`src/rtl/dram_tx_pkg.sv`:
```
// dram_tx_pkg
// Shared definitions for the DRAM-to-UART output stage:
//   - state_t              : streamer / serializer state encoding
//   - DATA_BITS, STOP_BITS : 8N1 frame shape
//   - DEFAULT_CLKS_PER_BIT : baud divisor for a 50 MHz clock at 9600 baud
package dram_tx_pkg;

  typedef enum logic [2:0] {
    ST_IDLE,
    ST_READ,
    ST_LOAD,
    ST_START,
    ST_DATA,
    ST_STOP,
    ST_NEXT,
    ST_DONE
  } state_t;

  localparam int DATA_BITS = 8;
  localparam int STOP_BITS = 1;

  localparam int SYS_CLK_HZ           = 50_000_000;
  localparam int BAUD_RATE            = 9600;
  localparam int DEFAULT_CLKS_PER_BIT = SYS_CLK_HZ / BAUD_RATE;

endpackage

```
`src/rtl/uart_tx_serializer.sv`:
```
// uart_tx_serializer
// Sends one 8N1 frame per accepted load: start bit, DATA_BITS data bits
// LSB first, STOP_BITS stop bits, each CLKS_PER_BIT clocks long.
//
// Handshake: load/ready. ready is high while the serializer is idle; a
// cycle with load=1 and ready=1 captures data and the start bit begins on
// the next cycle. load while ready=0 is ignored.
//
// Ports:
//   clock, reset_n : system clock, synchronous active-low reset
//   load, data     : frame request and the byte to send
//   ready          : idle, able to accept load
//   phase_nxt      : phase the serializer takes at the next edge
//                    (ST_IDLE/ST_START/ST_DATA/ST_STOP), lets the parent
//                    track frame progress without a lag cycle
//   tx             : registered serial line, idle high
module uart_tx_serializer
  import dram_tx_pkg::*;
#(
  parameter int CLKS_PER_BIT = DEFAULT_CLKS_PER_BIT
) (
  input  logic                 clock,
  input  logic                 reset_n,
  input  logic                 load,
  input  logic [DATA_BITS-1:0] data,
  output logic                 ready,
  output state_t               phase_nxt,
  output logic                 tx
);

  localparam int BW = $clog2(CLKS_PER_BIT);
  localparam logic [BW-1:0] LAST_TICK = BW'(CLKS_PER_BIT - 1);
  localparam logic [2:0]    LAST_DATA = 3'(DATA_BITS - 1);
  localparam logic [2:0]    LAST_STOP = 3'(STOP_BITS - 1);

  state_t               phase;
  logic [BW-1:0]        baud_cnt, baud_nxt;
  logic [2:0]           bit_idx, idx_nxt;
  logic [DATA_BITS-1:0] shift, shift_nxt;
  logic                 tx_nxt;
  logic                 tick;

  assign ready = (phase == ST_IDLE);
  assign tick  = (baud_cnt == LAST_TICK);

  always_comb begin
    phase_nxt = phase;
    baud_nxt  = baud_cnt;
    idx_nxt   = bit_idx;
    shift_nxt = shift;
    tx_nxt    = tx;
    case (phase)
      ST_START: begin
        if (tick) begin
          phase_nxt = ST_DATA;
          baud_nxt  = '0;
          idx_nxt   = '0;
          tx_nxt    = shift[0];
        end else begin
          baud_nxt = baud_cnt + 1'b1;
        end
      end
      ST_DATA: begin
        if (tick) begin
          baud_nxt = '0;
          if (bit_idx == LAST_DATA) begin
            phase_nxt = ST_STOP;
            idx_nxt   = '0;
            tx_nxt    = 1'b1;
          end else begin
            // Shift now; the bit that moves into position 0 drives the line.
            idx_nxt   = bit_idx + 1'b1;
            shift_nxt = shift >> 1;
            tx_nxt    = shift[1];
          end
        end else begin
          baud_nxt = baud_cnt + 1'b1;
        end
      end
      ST_STOP: begin
        tx_nxt = 1'b1;
        if (tick) begin
          baud_nxt = '0;
          if (bit_idx == LAST_STOP) begin
            phase_nxt = ST_IDLE;
            idx_nxt   = '0;
          end else begin
            idx_nxt = bit_idx + 1'b1;
          end
        end else begin
          baud_nxt = baud_cnt + 1'b1;
        end
      end
      default: begin
        // Idle; any unexpected encoding also recovers here.
        phase_nxt = ST_IDLE;
        baud_nxt  = '0;
        idx_nxt   = '0;
        tx_nxt    = 1'b1;
        if (load) begin
          phase_nxt = ST_START;
          shift_nxt = data;
          tx_nxt    = 1'b0;
        end
      end
    endcase
  end

  always_ff @(posedge clock) begin
    if (!reset_n) begin
      phase    <= ST_IDLE;
      baud_cnt <= '0;
      bit_idx  <= '0;
      shift    <= '0;
      tx       <= 1'b1;
    end else begin
      phase    <= phase_nxt;
      baud_cnt <= baud_nxt;
      bit_idx  <= idx_nxt;
      shift    <= shift_nxt;
      tx       <= tx_nxt;
    end
  end

endmodule

```
`src/rtl/dram_tx_streamer.sv`:
```
// dram_tx_streamer
// On a rising edge of start_Tx, reads NUM_BYTES bytes from data DRAM
// starting at BASE_ADDR and sends each one as an 8N1 UART frame.
// Per byte: READ (address settles), LOAD (capture into serializer),
// START/DATA/STOP (serializer running), NEXT (advance or finish).
//
// Ports:
//   clock, reset_n : system clock, synchronous active-low reset
//   start_Tx       : level from the control FSM; only its rising edge counts
//   dram_rdata     : registered DRAM read data, valid 1 cycle after dram_addr
//   dram_addr      : registered DRAM read address
//   tx             : UART serial line, idle high
//   tx_busy        : run in progress (start edge until last stop bit ends)
//   tx_done        : sticky, set when the last byte completes; cleared by
//                    the next run start
module dram_tx_streamer
  import dram_tx_pkg::*;
#(
  parameter int CLKS_PER_BIT = DEFAULT_CLKS_PER_BIT,
  parameter int ADDR_WIDTH   = 16,
  parameter int BASE_ADDR    = 0,
  parameter int NUM_BYTES    = 16384
) (
  input  logic                  clock,
  input  logic                  reset_n,
  input  logic                  start_Tx,
  input  logic [7:0]            dram_rdata,
  output logic [ADDR_WIDTH-1:0] dram_addr,
  output logic                  tx,
  output logic                  tx_busy,
  output logic                  tx_done
);

  // One extra bit so a count of 2^ADDR_WIDTH bytes is representable.
  localparam int CW = ADDR_WIDTH + 1;
  localparam logic [ADDR_WIDTH-1:0] BASE     = ADDR_WIDTH'(BASE_ADDR);
  localparam logic [CW-1:0]         LAST_CNT = CW'(NUM_BYTES - 1);

  state_t        state;
  logic          start_q;
  logic          start_edge;
  logic [CW-1:0] byte_cnt;

  logic          ser_load;
  logic          ser_ready;
  state_t        ser_phase_nxt;

  // start_Tx stays high in the controller's end state, so only the edge
  // may launch a run.
  assign start_edge = start_Tx & ~start_q;
  assign ser_load   = (state == ST_LOAD) && ser_ready;

  uart_tx_serializer #(
    .CLKS_PER_BIT (CLKS_PER_BIT)
  ) u_ser (
    .clock     (clock),
    .reset_n   (reset_n),
    .load      (ser_load),
    .data      (dram_rdata),
    .ready     (ser_ready),
    .phase_nxt (ser_phase_nxt),
    .tx        (tx)
  );

  always_ff @(posedge clock) begin
    if (!reset_n) begin
      state     <= ST_IDLE;
      start_q   <= 1'b0;
      dram_addr <= BASE;
      byte_cnt  <= '0;
      tx_busy   <= 1'b0;
      tx_done   <= 1'b0;
    end else begin
      start_q <= start_Tx;
      case (state)
        ST_IDLE, ST_DONE: begin
          if (start_edge) begin
            dram_addr <= BASE;
            byte_cnt  <= '0;
            tx_done   <= 1'b0;
            tx_busy   <= 1'b1;
            state     <= ST_READ;
          end
        end
        ST_READ: state <= ST_LOAD;
        ST_LOAD: begin
          if (ser_ready) state <= ST_START;
        end
        ST_START, ST_DATA, ST_STOP: begin
          // Mirror the serializer; its return to idle ends the frame.
          if (ser_phase_nxt == ST_IDLE) state <= ST_NEXT;
          else                          state <= ser_phase_nxt;
        end
        ST_NEXT: begin
          if (byte_cnt == LAST_CNT) begin
            tx_busy <= 1'b0;
            tx_done <= 1'b1;
            state   <= ST_DONE;
          end else begin
            dram_addr <= dram_addr + 1'b1;
            byte_cnt  <= byte_cnt + 1'b1;
            state     <= ST_READ;
          end
        end
        default: state <= ST_IDLE;
      endcase
    end
  end

endmodule
```
`config.mk`:
```
export PLATFORM = sky130hd
export DESIGN_NAME = dram_tx_streamer
export DESIGN_NICKNAME = d
export VERILOG_FILES = /design/src/rtl/dram_tx_pkg.sv /design/src/rtl/uart_tx_serializer.sv /design/src/rtl/dram_tx_streamer.sv
export SDC_FILE = /design/constraint.sdc
export NUM_CORES = 1
export LEC_CHECK = 0
export ABC_AREA = 0
export CORE_MARGIN = 2
export CORE_UTILIZATION = 45
export CTS_CLUSTER_SIZE = 30
export DETAILED_ROUTE_END_ITERATION = 8
export GPL_TIMING_DRIVEN = 1
export PLACE_DENSITY = 0.65
export SLEW_MARGIN = 20
export SYNTH_ARGS = -nofsm -noshare
export SYNTH_HDL_FRONTEND = slang
export SYNTH_SLANG_ARGS = --single-unit
```
`constraint.sdc`:
```
create_clock -name clock -period 2.7 [get_ports clock]
set_input_delay 0.405 -clock clock [delete_from_list [all_inputs] [get_ports clock]]
set_output_delay 0.405 -clock clock [all_outputs]
set_load 0.03 [all_outputs]
```
After elaboration in Yosys (flattened, before gate mapping)
Index checks and enable logic that the tools add are counted.

Register bits after elaboration: 67. Output and inout bits: 19.

Add/subtract/negate cells: 4. Equal/unequal tests: 21. Muxes and demuxes: 39. Bitwise gates (word level): 5. Reduce and logical (&&, ||, !) cells: 18.

Operators with widths (count): $mux 3 (14); $mux 17 (2); $pmux 17 s2 (1); $mux 16 (2); $pmux 16 s2 (1); $mux 8 (3); $eq 3x3->1 const B (7); $pmux 3 s3 (2); $add 17x1->17 const B (1); $eq 17x14->1 const B (1); $add 16x1->16 const B (1); $pmux 8 s2 (1); $pmux 3 s5 (1); $add 13x1->13 const B (1); $eq 13x13->1 const B (1); $logic_not 3->1 (4); $ne 2x2->1 const B (5); $eq 3x2->1 const B (3); $reduce_and 3->1 (3); $reduce_or 3->1 (3); $mux 1 (8); $ne 2x1->1 const B (3); $not 1->1 (4); $pmux 1 s2 (2); other kinds (10) (13).

Depth between registers and ports, before layout
Gate-level depths: netlist of run 1.

Depth in word-level cells: 7. Gate-level depth with buffers: 7.

Modules after synthesis
A second synthesis of run 1 with hierarchy kept.

Cells, all modules: 437. Area total of the unflattened synthesis: 3599.7 um2.

By module, submodules not included: dram_tx_streamer (times used 1, cells each 267, area an instance 2118.3 um2, sequential area each 780.7 um2); uart_tx_serializer (times used 1, cells each 170, area an instance 1481.4 um2, sequential area each 560.5 um2).

Least setup slack after synthesis of run 1
Ideal clock, no wire load.

Path type: reg2reg. Start point: reg state[1]. End point: reg dram_addr[13]. Setup time: 0.070 ns. Data arrival time: 1.833 ns. Slack: 0.798 ns. Cell stages (with the launch flop): 7. Buffers on the path: 1. Cells stage by stage: dfxtp_1 buf_6 or2_4 o311a_4 a211o_1 or4_1 a21oi_1.

Cells in the longest elaborated chain, start to end: 4.

RTL lines: from (decl) (line dram_tx_streamer.sv:39) `state_t state;`; from (signal assigned) (line dram_tx_streamer.sv:92) `else state <= ser_phase_nxt;`; $eq 3x3->1 or $logic_not 3->1 (tied branches) (line dram_tx_streamer.sv:75) `case (state)`; $reduce_or 2->1 (line dram_tx_streamer.sv:75); $ne 2x2->1 (no line) or $reduce_bool 2->1 (tied branches); $reduce_and 3->1 (no line); to (signal assigned) (line dram_tx_streamer.sv:100) `dram_addr <= dram_addr + 1'b1;`; to (decl) (line dram_tx_streamer.sv:28) `output logic [ADDR_WIDTH-1:0] dram_addr,`.

Several ways; a longest one is shown, not always the timed one. A chain may end at the register's enable or synchronous reset.

Worst setup path in the final report of run 1
Start point: in start_Tx. End point: reg dram_addr[13].

Cells in the longest elaborated chain, start to end: 3.

RTL lines: from (decl) (line dram_tx_streamer.sv:26) `input logic start_Tx,`; $and 1x1->1 (line dram_tx_streamer.sv:50) `assign start_edge = start_Tx & ~start_q;`; $ne 2x2->1 (no line); $reduce_and 3->1 (no line).

Every way passes these cells.

==> results.yml, run 1 <==
status:
  outcome: "finished clean"
floorplan:
  dieHeight_um: 90.1
  core-area_mm2: 0.00721
  io_pins: 30
  initial_utilization: 0.463
  die-area_mm2: 0.00812
  die_w_um: 90.1
  num_rows: 31
timing:
  drv_slew: 0
  setup_viol: 0
  rsz0062_at_grt: "no"
  period_share: 0.828
  slew-limit-headroom: 0.575
  clock.fmax_mhz: 447
  holdWs_ns: 0.450
  fin_crit_ns: 2.23
  finalHoldViolCount: 0
  clock_skew_ns: 0.00723
  max_slew.worst_pin.slew_ns: 0.632
  fin_setup_tns_ns: 0
synth:
  synth_top_family_by_area: "simple AND/OR/NAND/NOR gates"
  synth_seq_cells: 67
  syn_nets: 419
  syn_avg_cell_area_um2: 8.30
  synth.mux.area_fraction: 0.0214
  async_reset_ff_frac: 0
  synthAdderAreaFrac: 0.0225
  syn_area_mm2: 0.00334
  syn_inst: 402
  synth_compound_area_frac: 0.191
  synthSimpleGateAreaFrac: 0.282
  ys_warn_count: 0
  synth_cell_types: 54
  synth-edff-count: 0
  yosysSeqAreaShare: 0.402
  synth_xor_area_frac: 0.0420
  synth_flop_cell: "dfxtp_1"
global_route:
  grt_overflow: 0
  grt_max_degree: 28
  grt_pass1_wl_um: 12200
  antenna_found_initial: 0
  grt_usage: 0.182
  grt_pass1_vias: 2731
detailed_routing:
  dr.pass1.iters: 4
  wl_per_cell_um: 13.0
  vias: 2938
  viasPerCell: 5.51
  drc: 0
  drtIter0Drc: 192
  final_antenna_net_count: 0
  routed_wl_um: 6950
power_and_ir_drop:
  cellLeakagePower_nw: 1.23
  vdd_ir_drop_max_v: 0.000303
  powerDensity_mw_per_mm2: 482
  power_w: 0.00188
setup_path:
  cpMaxStageDelayCell: "clkdlybuf4s50_1"
  cp-start-kind: "input port"
  r2r_cells: 5
  crit_path_max_fanout: 14
  endpoint_kind: "flip-flop"
  arrival_ns: 2.50
  crit_required_ns: 2.97
  worstSetupPathType: "input port to flip-flop"
  slowest_delay_ns: 0.51
  path_cells: "clkdlybuf4s50_1 -> nand2b_1 -> o311a_4 -> a211o_1 -> or4_1 -> a21oi_1"
job:
  max-cap-violations: 0
clocking:
  clkSinkCount: 67
  htreeDepth: 3
  cts_resized: 0
  cts_buffers: 9
  cts_tree: "done"
  clk_latency_ns: 0.34
  clk_pin_slew_ns: 0.07
  clk_path_buf_depth: 2
  hold_buffers: 0
  cts_root_buf: "clkbuf_8"
  postCtsSetupRepairBufs: 0
layout:
  n_fill_cell: 695
  finalCoreUtilization: 0.540
  layout-drive-gt1-share: 0.0645
  syn2layout_area_growth_pct: 16.6
  finalInstanceArea_mm2: 0.00389
  n_antenna_cell: 0
  nets: 448
place:
  place_hpwl_um: 4880
  place.gp.congestion: 0.826
  io_buffers: 29
  place_area_mm2: 0.00371
min_path:
  hp-class: "flip-flop to flip-flop"
  hold-path-cell-count: 1
==> report_power, final <==
part / internal [W] / total [W] / switching [W]
logic: 0.0000351 / 0.0000808 / 0.0000458
registers: 0.000994 / 0.00100 / 0.00000647
clock network: 0.000439 / 0.000795 / 0.000356
total: 0.00147 / 0.00188 / 0.000408
==> Yosys cell counts (all sizes together) (7+ instances only) <==
cell type	n	area share
dfxtp	67	0.40
nor2	49	0.055
nand2	41	0.046
a21oi	32	0.048
o21ai	27	0.042
nand3	16	0.025
or3	14	0.026
inv	13	0.015
or4	11	0.025
xnor2	10	0.026
buf	9	0.015
and2	8	0.015
o31ai	8	0.018
a311oi	7	0.018
clkbuf	7	0.0079
==> placed cells by master (no fill, tap or decap), types with 7 or more instances in the layout <==
master,instances
a21oi_1,32
clkdlybuf4s50_1,29
and2_1,8
o21ai_0,26
xnor2_1,10
dfxtp_1,67
a311oi_1,7
or3_1,14
nand3_1,15
clkbuf_8,10
o31ai_1,8
or4_1,11
inv_1,13
nand2_1,41
nor2_1,49
==> worst max-delay path, delay by kind of cell <==
kind,cells,cell delay (ns)
compound gates,3,0.92
simple gates,2,0.66
buf+inv,1,0.51
==> flip-flops by register name, summed over array words and instances, names as in the netlist <==
register and count:
byte_cnt 17, state 3, start_q 1, dram_addr 16, tx_busy 1, u_ser.tx 1
u_ser.phase 3, u_ser.bit_idx 3, tx_done 1, u_ser.baud_cnt 13, u_ser.shift 8
==> metal layers <==
layer	vias up	track usage	routed length (um)
met3	9	0.0553	240
met5	-	0	0
li1	1515	-	-
met2	43	0.269	3090
met4	0	0.0718	97
met1	1371	0.248	3520
==> path summary, 6_finish.rpt <==
| path | from | end | slack [ns] |
|---|---|---|---|
| min reg2reg | u_ser.baud_cnt[0] | u_ser.baud_cnt[0] | 0.45 |
| max reg2reg | state[1] | byte_cnt[11] | 0.49 |
| min | u_ser.baud_cnt[0] | u_ser.baud_cnt[0] | 0.45 |
| max | start_Tx | dram_addr[13] | 0.47 |
==> area by class of cell <==
cell class / count / area, um^2 / area share
multi-input cells: 305 / 1870 / 0.479
flip-flops and latches: 67 / 1340 / 0.344
clock inverters: 3 / 40.0 / 0.0103
clock buffers: 11 / 141 / 0.0363
inverters: 14 / 52.6 / 0.0135
repair buffers: 34 / 328 / 0.0842
well taps: 99 / 124 / 0.0318
==> stage by stage <==
stage | instances | worst slack (ns)
4_1_cts | 533 | 0.473
6_report | 533 | 0.465
3_5_place_dp | 519 | 0.136
2_1_floorplan | 402 | 0.798
5_1_grt | 533 | 0.240
3_3_place_gp | 519 | 0.177
==> logic make-up after synthesis <==
family / Yosys count
AO/OA/AOI/OAI: 96
adder cells (fa/ha/maj): 6
multiplexers: 7
XOR/XNOR: 16
flip-flops: 67
AND/OR/NAND/NOR: 180
buffers and inverters: 30
Power figures use the tool's default switching activity.
==> run 2: changes to the inputs <==
- clock period: 2.7 -> 2.3 ns (I/O delays scaled with it)
==> run 2 against run 1 <==
Against the previous run: flip-flop and latch count did not move; critical path type is now flip-flop to flip-flop; via count grew 1.3%; worst hold slack is essentially flat.
==> results.yml, run 2 (synthesis gave the netlist of run 1 again) <==
status:
  outcome: "finished clean"
detailed_routing:
  viasPerCell: 5.41
  routed_wl_um: 7030
  drtIter0Drc: 172
  drc: 0
  wl_per_cell_um: 12.8
  dr.pass1.iters: 5
  vias: 2975
  final_antenna_net_count: 0
setup_path:
  crit_path_max_fanout: 10
  endpoint_kind: "flip-flop"
  setup.worst_path.start: "byte_cnt[0]"
  worstSetupPathType: "flip-flop to flip-flop"
  r2r_start: "byte_cnt[0]"
  cp-start-kind: "flip-flop"
  crit_required_ns: 2.58
  arrival_ns: 2.38
layout:
  multi_input_area_mm2: 0.00187
  nets: 463
  n_antenna_cell: 0
  finalInstanceArea_mm2: 0.00405
  syn2layout_area_growth_pct: 21.2
  layout-drive-gt1-share: 0.102
  regArea_mm2: 0.00134
  finalCoreUtilization: 0.561
  final_cell_mix: "67 x dfxtp_1, 49 x nor2_1, 41 x nand2_1"
  layoutNonFillerInstCount: 550
  largest_reg_flops: 17
  reg.largest.list: "byte_cnt (17), dram_addr (16), u_ser.baud_cnt (13)"
  n_fill_cell: 705
  mostFrequentLayoutCell: "dfxtp_1"
  largest-register: "byte_cnt"
job:
  max-cap-violations: 0
clocking:
  cts_buffers: 9
  clkSinkCount: 67
  cts_tree: "done"
  clk_path_buf_depth: 2
  clk_latency_ns: 0.36
  clk_pin_slew_ns: 0.08
  htreeDepth: 3
  cts_root_buf: "clkbuf_8"
timing:
  rsz0062_at_grt: "no"
  clock.fmax_mhz: 477
  fin_crit_ns: 2.10
  fin_ws_ns: 0.202
  max_slew.worst_pin.slew_ns: 0.564
  slew-limit-headroom: 0.624
  setup_viol: 0
  drv_slew: 0
  period_share: 0.912
  clock_skew_ns: 0.00762
  finalHoldViolCount: 0
floorplan:
  core-area_mm2: 0.00721
  num_rows: 31
  io_pins: 30
  die-area_mm2: 0.00812
  dieHeight_um: 90.1
  die_w_um: 90.1
  initial_utilization: 0.463
place:
  place_inst: 534
  place_area_mm2: 0.00384
  place_hpwl_um: 4990
  place.gp.congestion: 0.763
  io_buffers: 29
  dp_slack_ns: -0.0241
min_path:
  hp-class: "flip-flop to flip-flop"
  hold_start: "u_ser.baud_cnt[0]"
power_and_ir_drop:
  vdd_ir_drop_max_v: 0.000258
  powerDensity_mw_per_mm2: 565
  cellLeakagePower_nw: 1.30
global_route:
  grt_usage: 0.186
  grt_max_degree: 28
  antenna_found_initial: 0
  grt_overflow: 0
  grt_pass1_vias: 2699
  grt_pass1_wl_um: 12500
## run 2: worst max-delay path, cell delays in order (launching register included)
cell and delay [ns]:
dfxtp_1 0.35, ha_1 0.25, and2_1 0.20, and4_1 0.24, a211o_1 0.36, buf_4 0.18, or3_1 0.30, a21oi_1 0.15
## run 2: per-stage QoR
| step | total power (W) | TNS, ns | hold slack [ns] |
|---|---|---|---|
| 2_1_floorplan | 0.00126 | 0 | 0.418 |
| 3_3_place_gp | 0.00131 | -0.0715 | 0.432 |
| 3_5_place_dp | 0.00131 | -0.103 | 0.439 |
| 4_1_cts | 0.00231 | 0 | 0.457 |
| 5_1_grt | 0.00239 | 0 | 0.487 |
| 6_report | 0.00228 | 0 | 0.450 |
## run 2: where the power goes
group	switching, W	internal, W
Sequential	0.00000481	0.00117
Combinational	0.0000614	0.0000575
Clock	0.000487	0.000507
Total	0.000553	0.00173
## run 2: repair_timing
item	in CTS	in global routing
gates resized for setup	0	1
endpoints found under the hold margin	0	0
hold buffers	0	0
buffers inserted	0	0
endpoints found under the setup margin	0	1
## run 2: worst paths after layout
check / end / slack, ns / depth (start not counted)
worst min register to register: u_ser.baud_cnt[0] / 0.45 / 1
worst max register to register: dram_addr[11] / 0.20 / 7
worst max-delay path: dram_addr[11] / 0.20 / 7
worst min-delay path: u_ser.baud_cnt[0] / 0.45 / 1
## run 2: final cells by class
class,instances,share of cell area
Clock buffer,9,0.0306
Inverter,14,0.0130
Multi-Input combinational cell,305,0.463
Tap cell,99,0.0306
Clock inverter,7,0.0189
Sequential cell,67,0.332
Timing Repair Buffer,49,0.112
## run 2: routing by layer
metal  up-vias  track usage  share of wire  wire length, um
li1       1536            -              -                -
met1      1384        0.262           0.52             3630
met2        45        0.270           0.42             2970
met3        10       0.0562          0.045              318
met4         0       0.0654          0.016              111
met5         -            0              0                0
